<file path="src/rtl/fphub_pkg.sv">
// -----------------------------------------------------------------------------
// fphub_pkg
// Shared definitions for the HUB floating-point add/sub pipeline.
//   - DEF_M / DEF_E / DEF_TAG_W : default significand, exponent and tag widths
//   - frac_w / sig_w / exp_max / exp_bias : constant functions that derive the
//     format widths from M and E, so each module sizes its own localparams
//   - fphub_t : packed {sign, exp, frac} view of an operand in the default format
// -----------------------------------------------------------------------------
package fphub_pkg;

  localparam int DEF_M     = 24;
  localparam int DEF_E     = 8;
  localparam int DEF_TAG_W = 4;

  // Stored fraction width: the hidden one is not stored.
  function automatic int frac_w(input int m);
    return m - 1;
  endfunction

  // Working significand width: {1, frac, ILSB}.
  function automatic int sig_w(input int m);
    return m + 1;
  endfunction

  // All-ones exponent; reaching it means the result has overflowed.
  function automatic int exp_max(input int e);
    return (1 << e) - 1;
  endfunction

  function automatic int exp_bias(input int e);
    return (1 << (e - 1)) - 1;
  endfunction

  typedef struct packed {
    logic                 sign;
    logic [DEF_E-1:0]     exp;
    logic [DEF_M-2:0]     frac;
  } fphub_t;

endpackage

</file>
<file path="src/rtl/fphub_lzc.sv">
// -----------------------------------------------------------------------------
// fphub_lzc
// Combinational leading-zero counter.
//   vec : input vector, W bits
//   lz  : number of zeros above the most significant one; W when vec == 0
// -----------------------------------------------------------------------------
module fphub_lzc #(
  parameter int W  = 28,
  parameter int CW = $clog2(W + 1)
) (
  input  logic [W-1:0]  vec,
  output logic [CW-1:0] lz
);

  // Scanning upwards lets the highest set bit overwrite every lower one.
  always_comb begin
    lz = CW'(W);
    for (int i = 0; i < W; i++) begin
      if (vec[i]) lz = CW'(W - 1 - i);
    end
  end

endmodule

</file>
<file path="src/rtl/fphub_addsub_pipe.sv">
// -----------------------------------------------------------------------------
// fphub_addsub_pipe
// Three-stage pipelined HUB floating-point adder/subtractor with valid/ready
// flow control. One operation per cycle, 3-cycle latency without stalls.
//   clk, rst_n           : clock (rising edge), asynchronous active-low reset
//   in_valid / in_ready  : operand handshake; in_ready = !out_valid || out_ready
//   op_sub               : 0 -> Z = X + Y, 1 -> Z = X - Y
//   X, Y                 : HUB operands {sign, exp[E-1:0], frac[M-2:0]}
//   tag_in / tag_out     : opaque tag carried with each operation
//   out_valid / out_ready: result handshake
//   Z                    : HUB result
//   ovf                  : result saturated to the largest finite magnitude
//   zero                 : result is +0 (cancellation, underflow, zero operands)
// Stages: S1 compare/swap, S2 align/add, S3 normalise/truncate.
// -----------------------------------------------------------------------------
module fphub_addsub_pipe
  import fphub_pkg::*;
#(
  parameter int M     = DEF_M,
  parameter int E     = DEF_E,
  parameter int TAG_W = DEF_TAG_W
) (
  input  logic             clk,
  input  logic             rst_n,
  input  logic             in_valid,
  output logic             in_ready,
  input  logic             op_sub,
  input  logic [E+M-1:0]   X,
  input  logic [E+M-1:0]   Y,
  input  logic [TAG_W-1:0] tag_in,
  output logic             out_valid,
  input  logic             out_ready,
  output logic [E+M-1:0]   Z,
  output logic [TAG_W-1:0] tag_out,
  output logic             ovf,
  output logic             zero
);

  localparam int FRAC_W  = frac_w(M);
  localparam int SIG_W   = sig_w(M);
  localparam int EXP_MAX = exp_max(E);
  localparam int XW      = SIG_W + 2;          // significand plus 2 guard bits
  localparam int SUM_W   = XW + 1;             // plus carry-out
  localparam int LZ_W    = $clog2(SUM_W + 1);
  localparam int EXW     = E + 2;              // room for exp+1 and a sign bit

  typedef struct packed {
    logic              sign;
    logic [E-1:0]      exp;
    logic [FRAC_W-1:0] frac;
  } op_t;

  typedef struct packed {
    logic              valid;
    logic [TAG_W-1:0]  tag;
    logic              sign;
    logic              eff_sub;
    logic              both_zero;
    logic [E-1:0]      exp_a;
    logic [E-1:0]      d;
    logic [SIG_W-1:0]  sig_a;
    logic [SIG_W-1:0]  sig_b;
  } s1_t;

  typedef struct packed {
    logic              valid;
    logic [TAG_W-1:0]  tag;
    logic              sign;
    logic              both_zero;
    logic [E-1:0]      exp_a;
    logic [SUM_W-1:0]  sum;
  } s2_t;

  typedef struct packed {
    logic              valid;
    logic [TAG_W-1:0]  tag;
    logic              ovf;
    logic              zero;
    op_t               z;
  } out_t;

  s1_t  s1_d,  s1_q;
  s2_t  s2_d,  s2_q;
  out_t out_d, out_q;

  logic adv;

  // A single advance enable keeps every stage in lock-step: when the output
  // is stalled nothing moves, so the held result and all in-flight ops freeze.
  assign adv      = !out_q.valid || out_ready;
  assign in_ready = adv;

  // ---------------------------------------------------------------------------
  // S1: compare magnitudes, order operands so that |A| >= |B|
  // ---------------------------------------------------------------------------
  op_t              x_op, y_op;
  logic             y_sign_eff;
  logic             swap;
  logic [SIG_W-1:0] sig_x, sig_y;

  assign x_op = op_t'(X);
  assign y_op = op_t'(Y);

  always_comb begin
    // NOTE: every variable written here gets a value on every path (the
    // default below first), otherwise synthesis infers a latch.
    s1_d       = '0;
    y_sign_eff = y_op.sign ^ op_sub;
    // Ties keep X as A, so an exact cancellation subtracts equal significands.
    swap       = {y_op.exp, y_op.frac} > {x_op.exp, x_op.frac};
    // A zero exponent encodes zero; the hidden one and ILSB vanish with it.
    sig_x      = (x_op.exp == '0) ? '0 : {1'b1, x_op.frac, 1'b1};
    sig_y      = (y_op.exp == '0) ? '0 : {1'b1, y_op.frac, 1'b1};

    s1_d.valid     = in_valid;
    s1_d.tag       = tag_in;
    s1_d.eff_sub   = x_op.sign ^ y_sign_eff;
    s1_d.both_zero = (x_op.exp == '0) && (y_op.exp == '0);
    if (swap) begin
      s1_d.sign  = y_sign_eff;
      s1_d.exp_a = y_op.exp;
      s1_d.d     = y_op.exp - x_op.exp;
      s1_d.sig_a = sig_y;
      s1_d.sig_b = sig_x;
    end else begin
      s1_d.sign  = x_op.sign;
      s1_d.exp_a = x_op.exp;
      s1_d.d     = x_op.exp - y_op.exp;
      s1_d.sig_a = sig_x;
      s1_d.sig_b = sig_y;
    end
  end

  // ---------------------------------------------------------------------------
  // S2: align B to A and add/subtract (bits shifted out are simply dropped)
  // ---------------------------------------------------------------------------
  logic [XW-1:0] a_ext, b_ext, b_sh;

  always_comb begin
    s2_d  = '0;
    a_ext = {s1_q.sig_a, 2'b00};
    b_ext = {s1_q.sig_b, 2'b00};
    b_sh  = (32'(s1_q.d) >= 32'(XW)) ? '0 : (b_ext >> s1_q.d);

    s2_d.valid     = s1_q.valid;
    s2_d.tag       = s1_q.tag;
    s2_d.sign      = s1_q.sign;
    s2_d.both_zero = s1_q.both_zero;
    s2_d.exp_a     = s1_q.exp_a;
    // |A| >= |B| so the difference never goes negative.
    s2_d.sum       = s1_q.eff_sub ? ({1'b0, a_ext} - {1'b0, b_sh})
                                  : ({1'b0, a_ext} + {1'b0, b_sh});
  end

  // ---------------------------------------------------------------------------
  // S3: normalise so the leading one sits at the carry position, then truncate.
  // With the leading one at bit SUM_W-1 the exponent is exp_a + 1 - lz, which
  // covers both the carry-out case (lz = 0) and any cancellation.
  // ---------------------------------------------------------------------------
  logic [LZ_W-1:0]  lz;
  logic [SUM_W-1:0] norm;
  logic [EXW-1:0]   exp_r;
  logic             underflow;
  logic             overflow;
  logic             unused_norm;

  fphub_lzc #(
    .W  (SUM_W),
    .CW (LZ_W)
  ) u_lzc (
    .vec (s2_q.sum),
    .lz  (lz)
  );

  // The leading one and the bits below the stored fraction are discarded;
  // the result ILSB stands in for them, which makes truncation round-to-nearest.
  assign unused_norm = ^{norm[SUM_W-1], norm[SUM_W-FRAC_W-2:0]};

  always_comb begin
    out_d     = '0;
    norm      = s2_q.sum << lz;
    exp_r     = EXW'(s2_q.exp_a) + EXW'(1) - EXW'(lz);
    underflow = exp_r[EXW-1] || (exp_r == '0);
    overflow  = !underflow && (exp_r >= EXW'(EXP_MAX));

    out_d.valid = s2_q.valid;
    out_d.tag   = s2_q.tag;
    if ((s2_q.sum == '0) || s2_q.both_zero || underflow) begin
      out_d.zero = 1'b1;
    end else if (overflow) begin
      out_d.ovf    = 1'b1;
      out_d.z.sign = s2_q.sign;
      out_d.z.exp  = E'(EXP_MAX - 1);
      out_d.z.frac = '1;
    end else begin
      out_d.z.sign = s2_q.sign;
      out_d.z.exp  = exp_r[E-1:0];
      out_d.z.frac = norm[SUM_W-2 -: FRAC_W];
    end
  end

  // ---------------------------------------------------------------------------
  // Pipeline registers
  // ---------------------------------------------------------------------------
  always_ff @(posedge clk or negedge rst_n) begin
    // NOTE: stage data is cleared along with the valids; these are a few
    // flops, not a memory array, so Z/tag/flags come out of reset at zero.
    if (!rst_n) begin
      s1_q  <= '0;
      s2_q  <= '0;
      out_q <= '0;
    end else if (adv) begin
      // NOTE: non-blocking assignments so every stage samples the value its
      // predecessor held before this edge.
      s1_q  <= s1_d;
      s2_q  <= s2_d;
      out_q <= out_d;
    end
  end

  assign out_valid = out_q.valid;
  assign Z         = out_q.z;
  assign tag_out   = out_q.tag;
  assign ovf       = out_q.ovf;
  assign zero      = out_q.zero;

endmodule

</file>
<file path="config.mk">
export PLATFORM = sky130hd
export DESIGN_NAME = fphub_addsub_pipe
export DESIGN_NICKNAME = d
export VERILOG_FILES = /design/src/rtl/fphub_pkg.sv /design/src/rtl/fphub_lzc.sv /design/src/rtl/fphub_addsub_pipe.sv
export SDC_FILE = /design/constraint.sdc
export NUM_CORES = 1
export LEC_CHECK = 0
export ABC_AREA = 1
export BUFFER_PORTS_ARGS = -buffer_cell sky130_fd_sc_hd__buf_2
export CORE_UTILIZATION = 45
export DETAILED_ROUTE_END_ITERATION = 8
export HOLD_SLACK_MARGIN = 0.05
export PLACE_DENSITY = 0.67
export SYNTH_ARGS = -nofsm -noshare
export SYNTH_HDL_FRONTEND = slang
export SYNTH_SLANG_ARGS = --single-unit
</file>
<file path="constraint.sdc">
create_clock -name clk -period 12.08 [get_ports clk]
set_input_delay 2.416 -clock clk [delete_from_list [all_inputs] [get_ports clk]]
set_output_delay 2.416 -clock clk [all_outputs]
set_load 0.005 [all_outputs]
</file>
# ---- Word level (Yosys, flattened, before mapping)
# Cells that the tools add are included.
dict set report word_totals {
  regBits 156
  word_cells 86
  output_inout_bits 40
}
dict set report classes {
  add_sub_neg 6
  n_mux 39
  shift 2
  n_reduce_logical 12
  order_cmp 3
  bitwise 2
}
# op count
set op_table {}
lappend op_table {{$mux 5} 16}
lappend op_table {{$mux 66} 1}
lappend op_table {{$mux 25} 2}
lappend op_table {{$mux 32} 1}
lappend op_table {{$mux 4} 8}
lappend op_table {{$gt 31x31->1} 1}
lappend op_table {{$mux 31} 1}
lappend op_table {{$add 27x27->28} 1}
lappend op_table {{$logic_not 28->1} 1}
lappend op_table {{$mux 28} 1}
lappend op_table {{$shl 28x5->27} 1}
lappend op_table {{$sub 27x27->28} 1}
lappend op_table {{$mux 27} 1}
lappend op_table {{$shr 27x8->27} 1}
lappend op_table {{$logic_not 8->1} 2}
lappend op_table {{$sub 8x8->8} 2}
lappend op_table {{$mux 3} 4}
lappend op_table {{$ge 10x8->1 const B} 1}
lappend op_table {{$logic_not 10->1} 1}
lappend op_table {{$sub 9x5->10} 1}
lappend op_table {{$add 8x1->9 const B} 1}
lappend op_table {{$ge 8x5->1 const B} 1}
lappend op_table {{$logic_or 1x1->1} 4}
lappend op_table {{$mux 1} 4}
lappend op_table {{3 further kinds} 6}

# ---- Longest topological paths before layout
dict set report logic_depth {
  ltp_word 35
  ltp_mapped 48
  ltp_nobuf 47
}

# ---- Hierarchy
# Synthesis repeated with hierarchy kept, for this count alone.
dict set report unflattened {
  hier_cells 2363
  area_unflattened_um2 14828.0
}
# mod seq_area_each_um2 n_inst area_per_inst_um2 cells_each
set modules_own_cells {}
lappend modules_own_cells {fphub_addsub_pipe 3853.7 1 14428.8 2279}
lappend modules_own_cells {fphub_lzc 0.0 1 399.1 84}

# ---- Least setup slack after synthesis
# OpenSTA, ideal clock, no wires.
dict set report synth_timing {
  path_type {input to output}
  start {input out_ready}
  end {output in_ready}
  cell_stages 4
  setup_slack_ns 6.347
  required_ns 9.664
  arrival_time_ns 3.317
  n_path_buf 2
  cell_sequence {nor2_1 -> clkinv_1 -> clkbuf_1 -> clkbuf_1}
}
dict set report synth_between {
  elab_chain_len 1
}
# element line
set synth_lines {}
lappend synth_lines {{from (decl)} fphub_addsub_pipe.sv:32} ;# input logic out_ready,
lappend synth_lines {{$logic_or 1x1->1} fphub_addsub_pipe.sv:90} ;# assign adv = !out_q.valid || out_ready;
lappend synth_lines {{to (decl)} fphub_addsub_pipe.sv:26} ;# output logic in_ready,
# No other way between the ends.

# ---- Final worst setup path
dict set report layout_timing {
  start {register s2_q[24] (netlist name)}
  end {register out_q, in the netlist Z[18]}
}
dict set report layout_between {
  elab_chain_len 11
}
# element line
set layout_lines {}
lappend layout_lines {{from (decl)} fphub_addsub_pipe.sv:83} ;# s2_t s2_d, s2_q;
lappend layout_lines {{from (signal assigned)} fphub_addsub_pipe.sv:210} ;# s2_q <= '0;
lappend layout_lines {{from (signal assigned)} fphub_addsub_pipe.sv:216} ;# s2_q <= s2_d;
lappend layout_lines {{branches (longest 10 deep; another with $sub 9x5->10)} -}
lappend layout_lines {{$mux 32 (*)} fphub_addsub_pipe.sv:188} ;# if ((s2_q.sum == '0) || s2_q.both_zero || underflow) begin
lappend layout_lines {{to (signal assigned)} fphub_addsub_pipe.sv:217} ;# out_q <= out_d;
lappend layout_lines {{to (decl)} fphub_addsub_pipe.sv:84} ;# out_t out_d, out_q;
# Mark *: on every way between the ends.
# A chain may end at the register's enable or synchronous reset.

==> impl_metrics.json <==
{
  "status": "finished clean",
  "antenna_left": 0,
  "die_h_um": 174,
  "hold_viol_final": 0,
  "insertedDiodeCount": 0,
  "path_clk_slew_ps": 70,
  "synth-seq-cells": 154,
  "wl_met1_um": 18100,
  "synth_mux_area_share_pct": 0.524,
  "worstPathMaxFanout": 18,
  "p_per_area_mw_per_mm2": 259,
  "r2r_start": "s2_q[24]",
  "grt_setup_unrepaired": "false",
  "finalCritPeriodShare_pct": 60.1,
  "holdCritStartpoint": "out_d[38]",
  "min_period_ps": 7260,
  "wl_met3_um": 1820,
  "synthCells": 1994,
  "clock_latency_ps": 440,
  "first_pass_iters": 6,
  "wl_um": 40100,
  "core_mm2": 0.0289,
  "reg2regPathDepth": 21,
  "seq_area_mm2": 0.00385,
  "rows": 62,
  "design_area_mm2": 0.0147,
  "cp.arrival_ps": 7640,
  "fillers": 2949,
  "synth-simple-area-share_pct": 28.5,
  "start_util_pct": 46.2,
  "avgSynthCellArea_um2": 6.70,
  "preCtsSetupSlack_ps": 4920,
  "min_to": "out_valid",
  "highest_layer": "met4",
  "dr_total_vias": 13590,
  "gr-total-overflow": 0,
  "setup_viol": 0,
  "reg2reg_setup_slack_ps": 4820,
  "cts_root_buf": "clkbuf_16",
  "pin_count": 113,
  "ir_drop_mv": 0.119,
  "grt_max_degree": 82,
  "vias_per_cell": 5.59,
  "layoutNonFillerInstCount": 2429,
  "cp.required_ps": 12450,
  "worst_slew_pin_slew_ps": 1220,
  "ys_seq_area_share_pct": 28.8,
  "die_w_um": 174,
  "antenna_found_initial": 0,
  "cts_num_sinks": 154,
  "fin_util_pct": 50.7,
  "cts_resized": 0,
  "postCtsSetupBuffers": 0,
  "track_usage_pct": 26.5,
  "routabilityCongestion": 0.934,
  "area_delta_synth_final_pct": 9.70,
  "port-buffer-count": 112,
  "yosys.cell_types.count": 62,
  "synth-compound-area-share_pct": 20.0,
  "max_freq_mhz": 138,
  "fin_setup_tns_ps": 0,
  "dpl.hpwl_um": 30500,
  "drc": 0,
  "async_reset_ff_share_pct": 100,
  "fin_skew_ps": 10.9,
  "whs_ps": 455,
  "grt_pass1_wl_um": 64900,
  "drv_cap": 0,
  "worstSetupPathType": "flip-flop to flip-flop",
  "dr_wl_met2_um": 19200,
  "ys.flop_type": "dfrtp_1",
  "drive_above_1_share_pct": 10.1,
  "synthAdderAreaFrac_pct": 10.2,
  "p_leak_nw": 7.32,
  "relSlewSlack_pct": 18.4,
  "synth_edf_count": 0,
  "worst_setup_path_end_kind": "flip-flop",
  "layout.nets": 2212,
  "fin_total_pwr_mw": 3.80,
  "ys_warn_count": 0,
  "synthXorXnorAreaFrac_pct": 2.03,
  "dp.cells": 2397,
  "synth_top_family_by_area": "simple AND/OR/NAND/NOR gates",
  "cts_buffer_depth": 2,
  "holdCritPathClass": "flip-flop to flip-flop",
  "multi_input_area_mm2": 0.00821,
  "syn_nets": 2174,
  "htree_levels": 4,
  "drv_slew": 0,
  "dieArea_mm2": 0.0304,
  "holdBufCountCts": 0,
  "reg2reg_to": "Z[18]",
  "grt_pass1_vias": 12708,
  "placed_cell_area_mm2": 0.0140,
  "first_iter_violations": 1157,
  "whs_path_depth": 2,
  "cp-start-kind": "flip-flop",
  "netlist_area_mm2": 0.0134,
  "cts_buffers": 17,
  "wl_per_cell_um": 16.5,
  "cts_tree": "done",
  "worst_slack_ps": 4820
}
-- power breakdown --
group | internal (mW) | total, mW | switching (mW)
registers | 0.731 | 0.920 | 0.190
clock network | 0.331 | 0.573 | 0.242
logic | 0.778 | 2.30 | 1.52
-- worst max-delay path, stage by stage (launching register included) --
cell	delay, ps
dfrtp_1	410
nor4_1	390
inv_1	130
nor2_1	630
inv_1	180
a21oi_1	880
clkinv_1	840
ha_1	540
ha_1	350
nand3_1	90
nand2_1	100
a21oi_1	60
o21ai_0	270
a21oi_1	110
o21ba_2	210
xor2_1	170
o41ai_1	100
nor3_1	140
nand2_1	270
nor2_1	1020
nand3_1	160
nand3_1	120
-- layout make-up --
class	count	share of cell area [%]
Sequential cell	154	26.3
Inverter	225	5.77
Timing Repair Buffer	124	4.48
Clock inverter	14	1.25
Clock buffer	18	2.93
Tap cell	384	3.28
Multi-Input combinational cell	1510	56.0
-- per-layer routing --
| layer | track usage (%) | up-vias |
|---|---|---|
| li1 | - | 6741 |
| met1 | 35.2 | 6354 |
| met2 | 44.4 | 424 |
| met3 | 3.67 | 71 |
| met4 | 8.33 | 0 |
| met5 | 0 | - |
-- sequential cells by signal, summed over array words and instances, names as in the netlist --
name	flops
Z	32
a_ext	24
b_ext	24
out_d	5
out_valid	1
ovf	1
s1_q	24
s2_q	38
tag_out	4
zero	1
-- cell families (layout without fill, tap and decap cells) --
kind of cell,after synthesis,count (layout)
buffers and inverters,330,381
AO/OA/AOI/OAI,477,477
adder cells (fa/ha/maj),107,107
XOR/XNOR,31,31
AND/OR/NAND/NOR,888,888
flip-flops,154,154
multiplexers,7,7
-- worst max path at each step --
stage / from / endpoint / depth (start not counted)
floorplan: out_ready / in_ready / 4
detailed placement: s2_q[24] / Z[18] / 21
global placement: s2_q[24] / Z[20] / 21
CTS: s2_q[24] / Z[18] / 21
finish: s2_q[24] / Z[18] / 21
global route: s2_q[24] / Z[8] / 21
-- synth_stat cells, types with 10 or more instances --
| cell type | instances | area, um^2 |
|---|---|---|
| nor3_1 | 13 | 65.1 |
| a31oi_1 | 24 | 150 |
| clkbuf_1 | 71 | 267 |
| a21oi_1 | 166 | 831 |
| buf_2 | 18 | 90.1 |
| a22oi_1 | 11 | 82.6 |
| dfrtp_1 | 154 | 3850 |
| nand2_1 | 443 | 1660 |
| xor2_1 | 25 | 219 |
| nand3_1 | 245 | 1230 |
| nor2_1 | 141 | 529 |
| nand4_1 | 10 | 62.6 |
| inv_1 | 213 | 800 |
| o21ai_1 | 44 | 220 |
| ha_1 | 103 | 1290 |
| o21ai_0 | 157 | 786 |
-- cells in the final DEF, fill, tap and decap left out, types with 10 or more instances in the layout --
cell and n:
buf_2 111, o21ai_0 157, xor2_1 25, a31oi_1 24
a22oi_1 11, buf_4 12, dfrtp_1 154, nor2_1 140
inv_1 213, nand2_1 443, clkbuf_16 17, nand3_1 245
nand4_1 10, ha_1 103, o21ai_1 44, a21oi_1 166
nor3_1 13
Power figures use the tool's default switching activity.
